==> src/rtl/bcd_pkg.sv <==
// rtl/bcd_pkg.sv - shared constants, state type and helpers for the BCD-to-binary converter
// Purpose: digit width and limit, converter FSM states, and the constant functions
//          used to size the digit counter and to check the output width.
// Ports:   none (package).
package bcd_pkg;

  localparam int                 DIGIT_W   = 4;
  localparam logic [DIGIT_W-1:0] MAX_DIGIT = 4'd9;

  typedef enum logic [1:0] {
    IDLE = 2'd0,
    CONV = 2'd1,
    DONE = 2'd2
  } state_e;

  // Ceiling log2; clog2(1) = 0.
  function automatic int clog2(input int value);
    int r;
    r = 0;
    for (int i = 0; i < 31; i++) begin
      if ((1 << i) < value) r = i + 1;
    end
    return r;
  endfunction

  function automatic longint pow10(input int n);
    longint r;
    r = 1;
    for (int i = 0; i < n; i++) r = r * 10;
    return r;
  endfunction

endpackage

==> src/rtl/bcd_digit_mac.sv <==
// rtl/bcd_digit_mac.sv - combinational acc*10 + digit step for the BCD-to-binary converter
// Purpose: one multiply-add step of the Horner evaluation, modulo 2**BIN_W, plus an
//          illegal-digit flag.
// Ports:
//   acc_i        in   BIN_W  running accumulator
//   digit_i      in   4      digit being consumed (raw 0..15)
//   acc_o        out  BIN_W  (acc_i*10 + digit_i) mod 2**BIN_W
//   digit_bad_o  out  1      digit_i > 9
module bcd_digit_mac
  import bcd_pkg::*;
#(
  parameter int BIN_W = 10
) (
  input  logic [BIN_W-1:0]   acc_i,
  input  logic [DIGIT_W-1:0] digit_i,
  output logic [BIN_W-1:0]   acc_o,
  output logic               digit_bad_o
);

  // x*10 as x*8 + x*2 keeps this a pair of shifts and adders.
  assign acc_o       = (acc_i << 3) + (acc_i << 1) + BIN_W'(digit_i);
  assign digit_bad_o = (digit_i > MAX_DIGIT);

endmodule

==> src/rtl/bcd_to_bin_seq.sv <==
// rtl/bcd_to_bin_seq.sv - sequential packed-BCD to unsigned binary converter, one digit per clock
// Purpose: accepts an NDIG-digit packed BCD word, evaluates acc = acc*10 + digit MSD first,
//          and presents the binary result on a valid/ready output.
// Optional feature macro: BCD2BIN_CHECK_EN (illegal-digit detection; result forced to 0, err=1).
// Ports:
//   clk        in   1        clock, rising edge
//   rst_n      in   1        asynchronous active-low reset
//   in_valid   in   1        bcd_in valid
//   in_ready   out  1        high only in IDLE
//   bcd_in     in   4*NDIG   packed BCD, top nibble = most significant digit
//   out_valid  out  1        result valid, held until out_ready
//   out_ready  in   1        consumer takes result
//   bin_out    out  BIN_W    binary result, holds last value between results
//   err        out  1        illegal-digit flag (0 when BCD2BIN_CHECK_EN is undefined)
module bcd_to_bin_seq
  import bcd_pkg::*;
#(
  parameter int NDIG  = 3,
  parameter int BIN_W = 10
) (
  input  logic                    clk,
  input  logic                    rst_n,
  input  logic                    in_valid,
  output logic                    in_ready,
  input  logic [DIGIT_W*NDIG-1:0] bcd_in,
  output logic                    out_valid,
  input  logic                    out_ready,
  output logic [BIN_W-1:0]        bin_out,
  output logic                    err
);

  localparam int               WORD_W   = DIGIT_W * NDIG;
  localparam int               CNT_W    = clog2(NDIG + 1);
  localparam logic [CNT_W-1:0] LAST_CNT = CNT_W'(NDIG);

  if ((longint'(1) << BIN_W) <= pow10(NDIG) - 1) begin : g_bin_w_too_small
    $error("bcd_to_bin_seq: BIN_W too small to hold 10**NDIG - 1");
  end

  state_e             state_q, state_d;
  logic [WORD_W-1:0]  shreg_q, shreg_d;
  logic [BIN_W-1:0]   acc_q, acc_d;
  logic [BIN_W-1:0]   bin_q, bin_d;
  logic [CNT_W-1:0]   cnt_q, cnt_d;
  logic               out_valid_q, out_valid_d;
  logic [BIN_W-1:0]   mac_acc;
  logic [DIGIT_W-1:0] msd;

`ifdef BCD2BIN_CHECK_EN
  logic bad_q, bad_d;
  logic err_q, err_d;
  logic digit_bad;
`endif

  assign msd = shreg_q[WORD_W-1 -: DIGIT_W];

  bcd_digit_mac #(
    .BIN_W       (BIN_W)
  ) u_mac (
    .acc_i       (acc_q),
    .digit_i     (msd),
`ifdef BCD2BIN_CHECK_EN
    .digit_bad_o (digit_bad),
`else
    .digit_bad_o (),
`endif
    .acc_o       (mac_acc)
  );

  always_comb begin
    state_d     = state_q;
    shreg_d     = shreg_q;
    acc_d       = acc_q;
    cnt_d       = cnt_q;
    out_valid_d = out_valid_q;
    bin_d       = bin_q;
`ifdef BCD2BIN_CHECK_EN
    bad_d       = bad_q;
    err_d       = err_q;
`endif
    case (state_q)
      IDLE: begin
        if (in_valid) begin
          shreg_d = bcd_in;
          acc_d   = '0;
          cnt_d   = '0;
          state_d = CONV;
`ifdef BCD2BIN_CHECK_EN
          bad_d   = 1'b0;
          err_d   = 1'b0;
`endif
        end
      end
      CONV: begin
        // NDIG multiply-add cycles, then one more cycle that publishes the
        // accumulator into the output registers together with out_valid.
        if (cnt_q == LAST_CNT) begin
          state_d     = DONE;
          out_valid_d = 1'b1;
`ifdef BCD2BIN_CHECK_EN
          bin_d       = bad_q ? '0 : acc_q;
          err_d       = bad_q;
`else
          bin_d       = acc_q;
`endif
        end else begin
          acc_d   = mac_acc;
          shreg_d = shreg_q << DIGIT_W;
          cnt_d   = cnt_q + CNT_W'(1);
`ifdef BCD2BIN_CHECK_EN
          bad_d   = bad_q | digit_bad;
`endif
        end
      end
      DONE: begin
        if (out_ready) begin
          out_valid_d = 1'b0;
          state_d     = IDLE;
        end
      end
      default: begin
        state_d = IDLE;
      end
    endcase
  end

  always_ff @(posedge clk or negedge rst_n) begin
    if (!rst_n) begin
      state_q     <= IDLE;
      shreg_q     <= '0;
      acc_q       <= '0;
      cnt_q       <= '0;
      out_valid_q <= 1'b0;
      bin_q       <= '0;
`ifdef BCD2BIN_CHECK_EN
      bad_q       <= 1'b0;
      err_q       <= 1'b0;
`endif
    end else begin
      state_q     <= state_d;
      shreg_q     <= shreg_d;
      acc_q       <= acc_d;
      cnt_q       <= cnt_d;
      out_valid_q <= out_valid_d;
      bin_q       <= bin_d;
`ifdef BCD2BIN_CHECK_EN
      bad_q       <= bad_d;
      err_q       <= err_d;
`endif
    end
  end

  assign in_ready  = (state_q == IDLE);
  assign out_valid = out_valid_q;
  assign bin_out   = bin_q;
`ifdef BCD2BIN_CHECK_EN
  assign err       = err_q;
`else
  assign err       = 1'b0;
`endif

endmodule

==> config.mk <==
export PLATFORM = sky130hd
export DESIGN_NAME = bcd_to_bin_seq
export DESIGN_NICKNAME = d
export VERILOG_FILES = /design/src/rtl/bcd_pkg.sv /design/src/rtl/bcd_digit_mac.sv /design/src/rtl/bcd_to_bin_seq.sv
export SDC_FILE = /design/constraint.sdc
export NUM_CORES = 1
export LEC_CHECK = 0
export ABC_CLOCK_PERIOD_IN_PS = 2100
export CAP_MARGIN = 15
export CORE_MARGIN = 8
export CORE_UTILIZATION = 46
export DETAILED_ROUTE_END_ITERATION = 8
export GPL_ROUTABILITY_DRIVEN = 1
export GPL_TIMING_DRIVEN = 0
export PLACE_DENSITY = 0.75
export SYNTH_ARGS = -nofsm -noshare
export SYNTH_HDL_FRONTEND = slang
export SYNTH_HIERARCHICAL = 1
export SYNTH_SLANG_ARGS = --single-unit
==> constraint.sdc <==
create_clock -name clk -period 2.1 [get_ports clk]
set_input_delay 0.42 -clock clk [delete_from_list [all_inputs] [get_ports clk]]
set_output_delay 0.42 -clock clk [all_outputs]
set_load 0.03 [all_outputs]
==> impl_metrics.yaml, run 1 <==
routing:
  drtAntennaViolNets: 0
  vias_per_cell: 5.28
  dr.pass1.iters: 4
  dr_wl_met2_um: 1990
  wl_met1_um: 1690
  wl_um: 3920
  wl_met3_um: 167
  top_layer_used: "met4"
  vias: 1263
  drtIter0Drc: 44
  post_drt_wl_per_cell_um: 16.4
  route.detailed.drc: 0
floorplan:
  dieHeight_um: 81.0
  initial_utilization: 0.482
  core_um2: 4030
  chipWidth_um: 81.0
  core.rowCount: 23
  pin_count: 29
  die-area_um2: 6560
worst_setup_path:
  worstPathArrival_ns: 2.41
  startpoint_type: "flip-flop"
  critical_path_class: "flip-flop to flip-flop"
  cp.required_ns: 2.27
  crit_path_max_fanout: 2
  cp-end-kind: "flip-flop"
placement:
  dp_hpwl_um: 2920
  dpl_cell_area_um2: 2290
  gp_congestion: 0.866
  numPortBuffers: 27
clock_tree:
  clk_latency_ns: 0.29
  clock_sinks: 37
  clock-root-buffer: "clkbuf_8"
  clkSlewWorstSetupHoldPaths_ns: 0.07
  cts-buffers-inserted: 5
  h-tree-depth: 2
  cts_buffer_depth: 2
  cts_hold_buf: 0
  cts_tree: "built"
cells_and_area:
  syn_to_final_growth_pct: 27.1
  final_area_um2: 2470
  drive_gt1_frac: 0.323
  antenna_cells: 0
  num-nets-final: 222
  fillers: 315
  final_core_util: 0.612
sta:
  post-route-period-util: 1.07
  slew_viol_final: 0
  finalHoldViolCount: 0
  rsz0062_at_grt: "true"
  fin_setup_tns_ns: -0.288
  worst_slack_ns: -0.139
  finalSetupViolations: 4
  timing.fmax_mhz: 447
  slew_headroom: 0.462
  holdWs_ns: 0.220
  tightest_slew_ns: 0.807
  layout_min_cycle_time_ns: 2.24
  finalClockSkew_ns: 0.00931
synth:
  syn_inst: 148
  synthesis.nets: 182
  avgSynthCellArea_um2: 13.1
  yosys_warnings: 6
  syn_area_um2: 1940
grt:
  grt_pass1_wl_um: 6680
  track_usage: 0.132
  antenna_found_initial: 0
  overflow: 0
  grt_max_degree: 38
  grt_pass1_vias: 1388
power_and_ir_drop:
  vdd_ir_drop_max_uv: 632
  pwr_density_cell_nw_per_um2: 1880
  power_mw: 4.65
  power.leakage_nw: 1.18
job:
  drv_cap: 0
status:
  status: "complete, but fails checks"
  violations: "setup timing"
worst_hold_path:
  holdCritPathClass: "input port to asynchronous set/reset pin"
-- final cells by class --
| cell class | instances | area [um2] | share of cell area |
|---|---|---|---|
| well taps | 50 | 62.6 | 0.0254 |
| inverters | 8 | 30.0 | 0.0122 |
| clock inverters | 1 | 30.0 | 0.0122 |
| clock buffers | 7 | 86.3 | 0.0350 |
| plain buffers | 7 | 46.3 | 0.0188 |
| flip-flops and latches | 37 | 926 | 0.375 |
| repair buffers | 33 | 317 | 0.128 |
| multi-input cells | 96 | 970 | 0.393 |
-- routing by layer --
metal,vias up,track usage
met4,0,0.0696
li1,601,-
met1,633,0.157
met5,-,0
met2,22,0.209
met3,7,0.0419
-- cells in the final DEF (no fill, tap or decap), drive strengths merged, types with 3 or more instances in the layout --
cell type,instances
nor2,4
o21ai,3
xor2,3
a22o,15
buf,14
dfrtp,37
xnor2,5
clkbuf,7
clkdlybuf4s50,25
ha,16
nand2,5
inv,8
mux2,27
a21oi,6
-- state kept, by name (all words and copies together), names as in the netlist --
register and cells:
shreg_q 12, cnt_q 2, state_q 2, acc_q 10, bin_out 10, out_valid 1
-- worst paths after layout --
kind	start	to	slack [ns]	cells past startpoint
min reg2reg	shreg_q[0]	shreg_q[0]	0.50	1
max in group asynchronous	rst_n	bin_out[8]	1.36	1
min	rst_n	acc_q[6]	0.22	1
max	acc_q[2]	acc_q[8]	-0.14	9
max reg2reg	acc_q[2]	acc_q[8]	-0.14	9
min in group clk	shreg_q[0]	shreg_q[0]	0.50	1
-- critical path, cell delays in order, from the launching register on --
cell      delay (ns)
dfrtp_1         0.39
inv_2           0.05
fa_1            0.51
inv_2           0.06
fa_2            0.38
a21oi_2         0.17
o211ai_1        0.11
a21oi_1         0.18
xnor2_1         0.09
a22o_1          0.20
-- stage by stage --
| step | worst slack, ns | cells |
|---|---|---|
| after floorplan | -0.0149 | 148 |
| after global placement | -0.202 | 225 |
| after detailed placement | -0.182 | 225 |
| after CTS | -0.115 | 238 |
| after global routing | -0.247 | 239 |
| final | -0.139 | 239 |
-- power by group --
group          switching, mW  total [mW]  internal (mW)
Clock                  0.243       0.630          0.387
Combinational           1.31        2.71           1.41
Sequential             0.249        1.30           1.05
-- repair_timing --
action,CTS,global route
pin swaps,5,4
setup endpoints to repair,5,7
gates resized for setup,2,4
setup buffers,5,1
No activity file was read; power rests on OpenSTA's default activity.
==> run 2, diff against run 1 <==
- DONT_BUFFER_PORTS: unset -> 1
- PLACE_DENSITY: 0.75 -> 0.66
- RECOVER_POWER: unset -> 50
==> impl_metrics.yaml, run 2 (synthesized netlist as in run 1, its figures left out) <==
floorplan:
  core_um2: 4030
  chipWidth_um: 81.0
  pin_count: 29
  die-area_um2: 6560
  initial_utilization: 0.482
  dieHeight_um: 81.0
  core.rowCount: 23
job:
  drv_cap: 0
routing:
  wl_um: 3750
  drtAntennaViolNets: 0
  drtIter0Drc: 75
  vias: 1187
  post_drt_wl_per_cell_um: 17.5
  dr.pass1.iters: 4
  route.detailed.drc: 0
  vias_per_cell: 5.55
worst_hold_path:
  holdCritPathClass: "input port to flip-flop"
  min_path_cells: 1
  min_to: "shreg_q[0]"
  hp-start: "bcd_in[0]"
worst_setup_path:
  cp_common_cell: "a21oi_2"
  reg2regPathDepth: 9
  r2r_end: "acc_q[8]"
  crit_slowest_cell: "fa_1"
  worstPathArrival_ns: 2.42
  r2r_start: "acc_q[0]"
  cp-end-kind: "flip-flop"
  crit_chain: "inv_1 -> fa_1 -> inv_2 -> fa_2 -> a21oi_2 -> o211ai_1 -> a21oi_2 -> xnor2_1 -> a22o_1"
  crit_buf_inv: 2
  startpoint_type: "flip-flop"
  crit_path_max_fanout: 3
  cp.required_ns: 2.28
  critical_path_class: "flip-flop to flip-flop"
  path_delay_family: "adder cells"
  ff2ff_setup_slack_ns: -0.14
  slowest_delay_ns: 0.50
cells_and_area:
  final_core_util: 0.554
  fillers: 327
  instances_no_fill: 214
  final_common_cell: "dfrtp_1"
  largest_reg_flops: 12
  regMostFlops: "shreg_q"
  antenna_cells: 0
  num-nets-final: 197
  drive_gt1_frac: 0.378
  layout_common_cells: "dfrtp_1, mux2_2, a22o_1, ha_1"
  syn_to_final_growth_pct: 15.0
grt:
  grt_pass1_wl_um: 6260
  grt_max_degree: 38
  overflow: 0
  grt_pass1_vias: 1297
  track_usage: 0.126
  antenna_found_initial: 0
clock_tree:
  clock_sinks: 37
  clock-root-buffer: "clkbuf_8"
  h-tree-depth: 2
  clk_latency_ns: 0.29
  cts_tree: "built"
  clkSlewWorstSetupHoldPaths_ns: 0.08
  cts-buffers-inserted: 5
  cts_buffer_depth: 2
sta:
  finalHoldViolCount: 0
  slew_viol_final: 0
  timing.fmax_mhz: 446
  slew_headroom: 0.417
  rsz0062_at_grt: "true"
  holdWs_ns: 0.269
  post-route-period-util: 1.07
  finalClockSkew_ns: 0.00341
  layout_min_cycle_time_ns: 2.24
  tightest_slew_ns: 0.875
  worst_slack_ns: -0.141
  finalSetupViolations: 5
status:
  violations: "setup timing"
  status: "complete, but fails checks"
placement:
  dp_hpwl_um: 2790
  gp_congestion: 0.727
  place_inst: 198
  pre_cts_slack_ns: -0.201
  numPortBuffers: 0
-- run 2: area by class of cell --
type,count,area (um2),area share
flip-flops and latches,37,926,0.415
plain buffers,7,46.3,0.0207
inverters,8,30.0,0.0134
clock buffers,5,68.8,0.0308
well taps,50,62.6,0.0280
multi-input cells,96,990,0.443
clock inverters,3,46.3,0.0207
repair buffers,8,63.8,0.0286
-- run 2: what timing repair did --
action / CTS / global route
setup endpoints to repair: 4 / 5
resized for setup: 2 / 4
buffers inserted: 3 / 3
hold buffers: 2 / 0
pin swaps: 6 / 9
hold endpoints to repair: 37 / 0
-- run 2: worst max path at each step --
stage	end	slack (ns)	cells past startpoint	startpoint
after floorplan	acc_q[7]	-0.01	9	acc_q[2]
after global placement	acc_q[8]	-0.15	9	acc_q[2]
after detailed placement	acc_q[8]	-0.20	9	acc_q[2]
after CTS	acc_q[8]	-0.16	9	acc_q[0]
after global routing	acc_q[8]	-0.22	9	acc_q[0]
final	acc_q[8]	-0.14	9	acc_q[0]
-- run 2: metal layers --
metal  vias up  part of all wire  global-route usage
li1        560                 -                   -
met1       597              0.44               0.150
met2        28              0.47               0.200
met3         2             0.079              0.0574
met4         0            0.0037              0.0375
met5         -                 0                   0
-- run 2: metrics by stage --
step / cell area, um2 / TNS, ns
after floorplan: 1960 / -0.0219
after global placement: 2020 / -0.470
after detailed placement: 2020 / -0.667
after CTS: 2200 / -0.468
after global routing: 2230 / -0.819
final: 2230 / -0.470
Power of run 2 is not shown: default switching activity piles up to over one toggle a cycle in this logic, so the estimate is an artifact.
